--- config.mk ---
export PLATFORM = sky130hd
export DESIGN_NAME = pixel_buffer_flat
export DESIGN_NICKNAME = d
export VERILOG_FILES = /design/src/rtl/pixel_buffer_if.sv /design/src/rtl/pixel_buffer.sv /design/src/flat_wrapper.sv
export SDC_FILE = /design/constraint.sdc
export NUM_CORES = 2
export LEC_CHECK = 0
export CAP_MARGIN = 20
export CELL_PAD_IN_SITES_DETAIL_PLACEMENT = 0
export CELL_PAD_IN_SITES_GLOBAL_PLACEMENT = 2
export CORE_MARGIN = 2
export CORE_UTILIZATION = 26
export CTS_CLUSTER_DIAMETER = 30
export DETAILED_ROUTE_END_ITERATION = 6
export PLACE_DENSITY = 0.46
export SLEW_MARGIN = 20
export SYNTH_ARGS = -nofsm -noshare
export SYNTH_HDL_FRONTEND = slang
export SYNTH_SLANG_ARGS = --single-unit
--- constraint.sdc ---
create_clock -name clk -period 9.3 [get_ports clk]
set_input_delay 1.86 -clock clk [delete_from_list [all_inputs] [get_ports clk]]
set_output_delay 1.86 -clock clk [all_outputs]
set_load 0.01 [all_outputs]
--- src/rtl/pixel_buffer_if.sv ---
// Push/pop bus between the shader, the pixel FIFO and frame_buffer_handler.
// master drives requests and observes status; slave is the FIFO itself.
interface pixel_buffer_if #(
  parameter int unsigned DEPTH    = 64,
  parameter int unsigned PIX_ID_W = 19,
  parameter int unsigned RGB_W    = 24
);
  localparam int unsigned DATA_W = PIX_ID_W + RGB_W;
  localparam int unsigned CNT_W  = $clog2(DEPTH) + 1;

  logic                pb_we;
  logic [PIX_ID_W-1:0] pb_wr_id;
  logic [RGB_W-1:0]    pb_wr_rgb;
  logic                pb_full;
  logic                pb_re;
  logic                pb_empty;
  logic [DATA_W-1:0]   pb_data;
  logic [CNT_W-1:0]    pb_count;
  logic                pb_overflow;
  logic                pb_underflow;

  modport master (
    output pb_we, pb_wr_id, pb_wr_rgb, pb_re,
    input  pb_full, pb_empty, pb_data, pb_count, pb_overflow, pb_underflow
  );

  modport slave (
    input  pb_we, pb_wr_id, pb_wr_rgb, pb_re,
    output pb_full, pb_empty, pb_data, pb_count, pb_overflow, pb_underflow
  );
endinterface

--- src/rtl/pixel_buffer.sv ---
// First-word-fall-through pixel FIFO with occupancy count and sticky
// overflow/underflow flags; sits between shader output and frame buffer handler.
module pixel_buffer #(
  parameter int unsigned DEPTH    = 64,
  parameter int unsigned PIX_ID_W = 19,
  parameter int unsigned RGB_W    = 24
) (
  input  logic           clk,
  input  logic           rst_b,
  pixel_buffer_if.slave  pb
);
  localparam int unsigned AW     = $clog2(DEPTH);
  localparam int unsigned PW     = AW + 1;
  localparam int unsigned CNT_W  = AW + 1;
  localparam int unsigned DATA_W = PIX_ID_W + RGB_W;

  logic [DATA_W-1:0] mem [DEPTH];

  logic [PW-1:0]    wr_ptr_q, wr_ptr_n;
  logic [PW-1:0]    rd_ptr_q, rd_ptr_n;
  logic [CNT_W-1:0] count_q,  count_n;
  logic             full_q,   full_n;
  logic             empty_q,  empty_n;
  logic             ovf_q,    ovf_n;
  logic             udf_q,    udf_n;
  logic             push_c;
  logic             pop_c;

  // Acceptance uses the registered flags, so a full pop+push drops the push
  // and an empty push+pop drops the pop.
  always_comb begin
    push_c = pb.pb_we & ~full_q;
    pop_c  = pb.pb_re & ~empty_q;
  end

  // Next-state for pointers, count, flags.
  always_comb begin
    wr_ptr_n = wr_ptr_q;
    rd_ptr_n = rd_ptr_q;
    count_n  = count_q;
    ovf_n    = ovf_q;
    udf_n    = udf_q;

    if (push_c) wr_ptr_n = wr_ptr_q + PW'(1);
    if (pop_c)  rd_ptr_n = rd_ptr_q + PW'(1);

    case ({push_c, pop_c})
      2'b10:   count_n = count_q + CNT_W'(1);
      2'b01:   count_n = count_q - CNT_W'(1);
      default: count_n = count_q;
    endcase

    if (pb.pb_we & full_q)  ovf_n = 1'b1;
    if (pb.pb_re & empty_q) udf_n = 1'b1;

    // MSB is the wrap bit: equal pointers mean empty, same slot on opposite laps means full.
    empty_n = (wr_ptr_n == rd_ptr_n);
    full_n  = (wr_ptr_n[AW-1:0] == rd_ptr_n[AW-1:0]) &&
              (wr_ptr_n[AW] != rd_ptr_n[AW]);
  end

  always_ff @(posedge clk) begin
    if (!rst_b) begin
      wr_ptr_q <= '0;
      rd_ptr_q <= '0;
      count_q  <= '0;
      full_q   <= 1'b0;
      empty_q  <= 1'b1;
      ovf_q    <= 1'b0;
      udf_q    <= 1'b0;
    end else begin
      wr_ptr_q <= wr_ptr_n;
      rd_ptr_q <= rd_ptr_n;
      count_q  <= count_n;
      full_q   <= full_n;
      empty_q  <= empty_n;
      ovf_q    <= ovf_n;
      udf_q    <= udf_n;
    end
  end

  // Storage is deliberately not reset; stale words are hidden behind pb_empty.
  always_ff @(posedge clk) begin
    if (rst_b && push_c) mem[wr_ptr_q[AW-1:0]] <= {pb.pb_wr_id, pb.pb_wr_rgb};
  end

  assign pb.pb_data      = mem[rd_ptr_q[AW-1:0]];
  assign pb.pb_full      = full_q;
  assign pb.pb_empty     = empty_q;
  assign pb.pb_count     = count_q;
  assign pb.pb_overflow  = ovf_q;
  assign pb.pb_underflow = udf_q;
endmodule

--- src/flat_wrapper.sv ---
// flat-port wrapper written by rule: the top's interface ports become plain ports
module pixel_buffer_flat 
#(
  parameter int unsigned DEPTH    = 64,
  parameter int unsigned PIX_ID_W = 19,
  parameter int unsigned RGB_W    = 24
)
  (clk, rst_b, pb_pb_we, pb_pb_wr_id, pb_pb_wr_rgb, pb_pb_re, pb_pb_full, pb_pb_empty, pb_pb_data, pb_pb_count, pb_pb_overflow, pb_pb_underflow);
  pixel_buffer_if #(.DEPTH(DEPTH), .PIX_ID_W(PIX_ID_W), .RGB_W(RGB_W)) pb_i ();
  input  logic clk;
  input  logic rst_b;
  input wire logic [$bits(pb_i.pb_we)-1:0] pb_pb_we;
  input wire logic [$bits(pb_i.pb_wr_id)-1:0] pb_pb_wr_id;
  input wire logic [$bits(pb_i.pb_wr_rgb)-1:0] pb_pb_wr_rgb;
  input wire logic [$bits(pb_i.pb_re)-1:0] pb_pb_re;
  output wire logic [$bits(pb_i.pb_full)-1:0] pb_pb_full;
  output wire logic [$bits(pb_i.pb_empty)-1:0] pb_pb_empty;
  output wire logic [$bits(pb_i.pb_data)-1:0] pb_pb_data;
  output wire logic [$bits(pb_i.pb_count)-1:0] pb_pb_count;
  output wire logic [$bits(pb_i.pb_overflow)-1:0] pb_pb_overflow;
  output wire logic [$bits(pb_i.pb_underflow)-1:0] pb_pb_underflow;
  assign pb_i.pb_we = pb_pb_we;
  assign pb_i.pb_wr_id = pb_pb_wr_id;
  assign pb_i.pb_wr_rgb = pb_pb_wr_rgb;
  assign pb_i.pb_re = pb_pb_re;
  assign pb_pb_full = pb_i.pb_full;
  assign pb_pb_empty = pb_i.pb_empty;
  assign pb_pb_data = pb_i.pb_data;
  assign pb_pb_count = pb_i.pb_count;
  assign pb_pb_overflow = pb_i.pb_overflow;
  assign pb_pb_underflow = pb_i.pb_underflow;
  pixel_buffer #(.DEPTH(DEPTH), .PIX_ID_W(PIX_ID_W), .RGB_W(RGB_W)) u_core (.clk(clk), .rst_b(rst_b), .pb(pb_i));
endmodule
==> metrics.md <==
| Metric | Value |
|---|---|
| Status | `finished, final reports clean` |
| CP cell instances | `buf_12 -> buf_4 -> mux4_2 -> mux2i_1 -> a221oi_1 -> a32o_1 -> clkdlybuf4s50_1` |
| DRC viols | `0` |
| Area delta synth->final | `28.9%` |
| Critical Path Start Type | `register` |
| Slew margin rel. | `between 10% and 20%` |
| Root Driver | `clkbuf_16` |
| Reg clk slew, reported paths | `~40 ps` |
| Routability Congestion | `between 0.7 and 0.8` |
| Count of input and output buffers | `100` |
| Count of final max-slew check failures | `0` |
| Top-area cell type share of the netlist area | `78.0%` |
| RSZ-0062 raised after global routing | `false` |
| Chip Width | `between 600 and 700 µm` |
| Syn nets | `4493` |
| Core footprint | `just over 400000 µm²` |
| Critical Path AT | `~5300 ps` |
| Drt first pass iters | `6` |
| Initial antenna violation count | `24` |
| Maxcap violations | `0` |
| Crit Path Class | `reg -> out` |
| Overflow after GRT | `0` |
| Adder-Cell Fraction of Synth Area | `less than 1%` |
| TritonCTS clock tree | `built` |
| Synth warnings | `0` |
| P_leak | `roughly 42 nW` |
| Post-route ant nets | `0` |
| Min Clock Period, post-route | `between 7000 and 8000 ps` |
| Peak supply drop | `slightly below 200 µV` |
| Most frequent cell after synthesis | `edfxtp_1` |
| Compound-Gate Fraction of Synth Area | `between 1.5 and 2%` |
| Final nets | `about 5.2k` |
| Simple-gate share of the synthesized area | `0.898%` |
| Synth area leaders | `edfxtp_1 (78%), mux4_2 (16%), mux2i_1 (1.2%)` |
| Num rows | `between 200 and 250` |
| Seq/Total Area, Yosys | `between 70 and 80%` |
| Synth cell count leaders | `edfxtp_1 (2752), mux4_2 (751), mux2i_1 (128)` |
| Number of synthesized flops with an enable pin | `2752` |
| Syn Area/Cell | `23.8 µm²` |
| First-pass GRT wire length | `about 460000 µm` |
| Hold_buf cts | `0` |
| Chip height | `642 µm` |
| Fillcell total | `about 38k` |
| Die area | `slightly above 400000 µm²` |
| Core Util, Final | `33.7%` |
| CP max-delay cell | `a221oi_1` |
| Area occupied by multi-input gates | `between 20000 and 25000 µm²` |
| Reg-to-reg slack, setup | `around 4500 ps` |
| Fin crit share | `between 70% and 80%` |
| CP endpoint kind | `primary output` |
| Setup-failing EPs final | `0` |
| Pwr/cell area | `282 nW/µm²` |
| Synth cell types | `59` |
| Yosys top cell by area | `edfxtp_1` |
| CTS Buf Count | `~650` |
| H-tree depth | `6` |
| Total GRT Usage | `between 10% and 20%` |
| Final hold vios | `0` |
| Post-Syn Area | `around 110000 µm²` |
| Critical path's top delay family | `buffers and inverters` |
| Post-CTS Setup Bufs | `0` |
| Register Area | `roughly 83000 µm²` |
| Top-Level Pins | `101` |
| Main synth FF type | `edfxtp_1` |
| DR WL/cell | `a little over 30 µm` |
| CP max stage delay | `920 ps` |
| Vias/cell | `about 4.6` |
| Worst Path Required | `7440 ps` |
| Synth Area in XOR/XNOR | `less than 1%` |
| Largest family of logic cells by synthesized area | `multiplexers` |
| Initial Util | `26.1%` |
| Worst Path Buf+Inv | `3` |
| FMAX | `~140 MHz` |
| Synth Register Bits | `2777` |
| Initial DRC count | `between 4k and 5k` |
| Total negative setup slack | `0 ps` |
| Worst-Skew Late Latency | `around 1000 ps` |
| Hold Path Class | `reg -> reg` |
| Largest net degree at the start of global routing | `between 90 and 100` |
| Detailed-route via count | `between 50k and 60k` |
| Vias in the first global route | `roughly 55k` |
| Layout cell share with drive strength beyond 1 | `36.3%` |
| Async SR Flop Fraction | `0%` |
| Worst-path maximum fanout | `between 40 and 50` |
| Total wire length | `337000 µm` |
| Hpwl dp | `about 190000 µm` |
| Post-Syn Instances | `4442` |
| Clock Sinks | `about 2.8k` |
| Worst-Margin Slew | `~1300 ps` |
| Skew final | `48.8 ps` |
| Max Root-Sink Buffers | `4` |
| Mux contribution to synthesized area | `between 15 and 20%` |
| CTS resizes | `0` |
## worst reg2reg max path, stage by stage (launching register included)
cell and delay [ps]:
dfxtp_1 360, nor2b_1 550, inv_2 170, nor3_1 810, nand3_1 970, nor2_4 1120, buf_4 510
## metrics by stage
stage / hold WS, ps / power (mW) / setup slack, ps / cells / instance area, µm²
after global routing: 504 / 39.7 / 1840 / 11100 / 137000
after global placement: 468 / 16.3 / 2140 / 9899 / 115000
final: 467 / 38.5 / 2110 / 11100 / 137000
after floorplan: 502 / 15.4 / 2090 / 4442 / 106000
after detailed placement: 462 / 16.3 / 2050 / 9902 / 115000
after CTS: 474 / 39.0 / 1900 / 11100 / 137000
## state kept, by name, summed over array words and instances (netlist names)
name and flops:
u_core.mem 2752, u_core.pb.pb_count 7, u_core.pb.pb_empty 1, u_core.pb.pb_full 1
u_core.pb.pb_overflow 1, u_core.pb.pb_underflow 1, u_core.rd_ptr_q 7, u_core.wr_ptr_q 7
## where the power goes
| group | internal (mW) | switching [mW] | leakage [nW] | total [mW] |
|---|---|---|---|---|
| Combinational | 0.932 | 1.16 | 6.53 | 2.09 |
| Clock | 15.3 | 7.23 | 10.5 | 22.5 |
| Sequential | 13.8 | 0.0473 | 24.9 | 13.9 |
## routing by layer
metal | GRT usage [%] | vias up | share of wire [%]
li1 | - | 21000 | -
met1 | 21.1 | 28200 | 43
met2 | 27.1 | 1547 | 50
met3 | 2.87 | 496 | 4.7
met4 | 4.81 | 2 | 2.8
met5 | 0 | - | 0.0033
## path summary, 6_finish.rpt
check                           endpoint                   start  cells after the start
setup reg to reg      u_core.mem[11][19]       u_core.pb.pb_full                      6
hold / removal    u_core.pb.pb_underflow  u_core.pb.pb_underflow                      2
hold reg to reg   u_core.pb.pb_underflow  u_core.pb.pb_underflow                      2
setup / recovery          pb_pb_data[17]      u_core.rd_ptr_q[0]                      7
## cells by family after synthesis
kind of cell	after synthesis
AND/OR/NAND/NOR	205
flip-flops	2777
AO/OA/AOI/OAI	288
buffers and inverters	256
XOR/XNOR	14
adder cells (fa/ha/maj)	4
multiplexers	898
## placed cells by master, fill, tap and decap left out, types with 19 or more instances in the layout
cell type        count
nor2_4              69
a21oi_1             38
a221oi_1            37
mux2_2              19
bufinv_16           87
dfxtp_1             19
inv_6               22
mux4_2             751
clkinv_4            28
nor2_1              24
o21ai_0             42
clkinvlp_4          47
edfxtp_1          2752
buf_2               31
mux2i_1            128
nand2_1             44
clkinv_1           112
clkdlybuf4s50_1     57
buf_12              29
a22oi_1            100
clkinv_2            91
clkbuf_16          654
buf_4              159
clkbuf_1            94
## cell type report
cell class / count / share of cell area (%)
Timing Repair Buffer: 277 / 1.84
Sequential cell: 2777 / 60.9
Multi-Input combinational cell: 1409 / 16.2
Tap cell: 5428 / 4.97
Antenna cell: 8 / 0.0147
Clock buffer: 750 / 12.3
Clock inverter: 426 / 3.75
Inverter: 13 / 0.0357
Power figures use the tool's default switching activity.
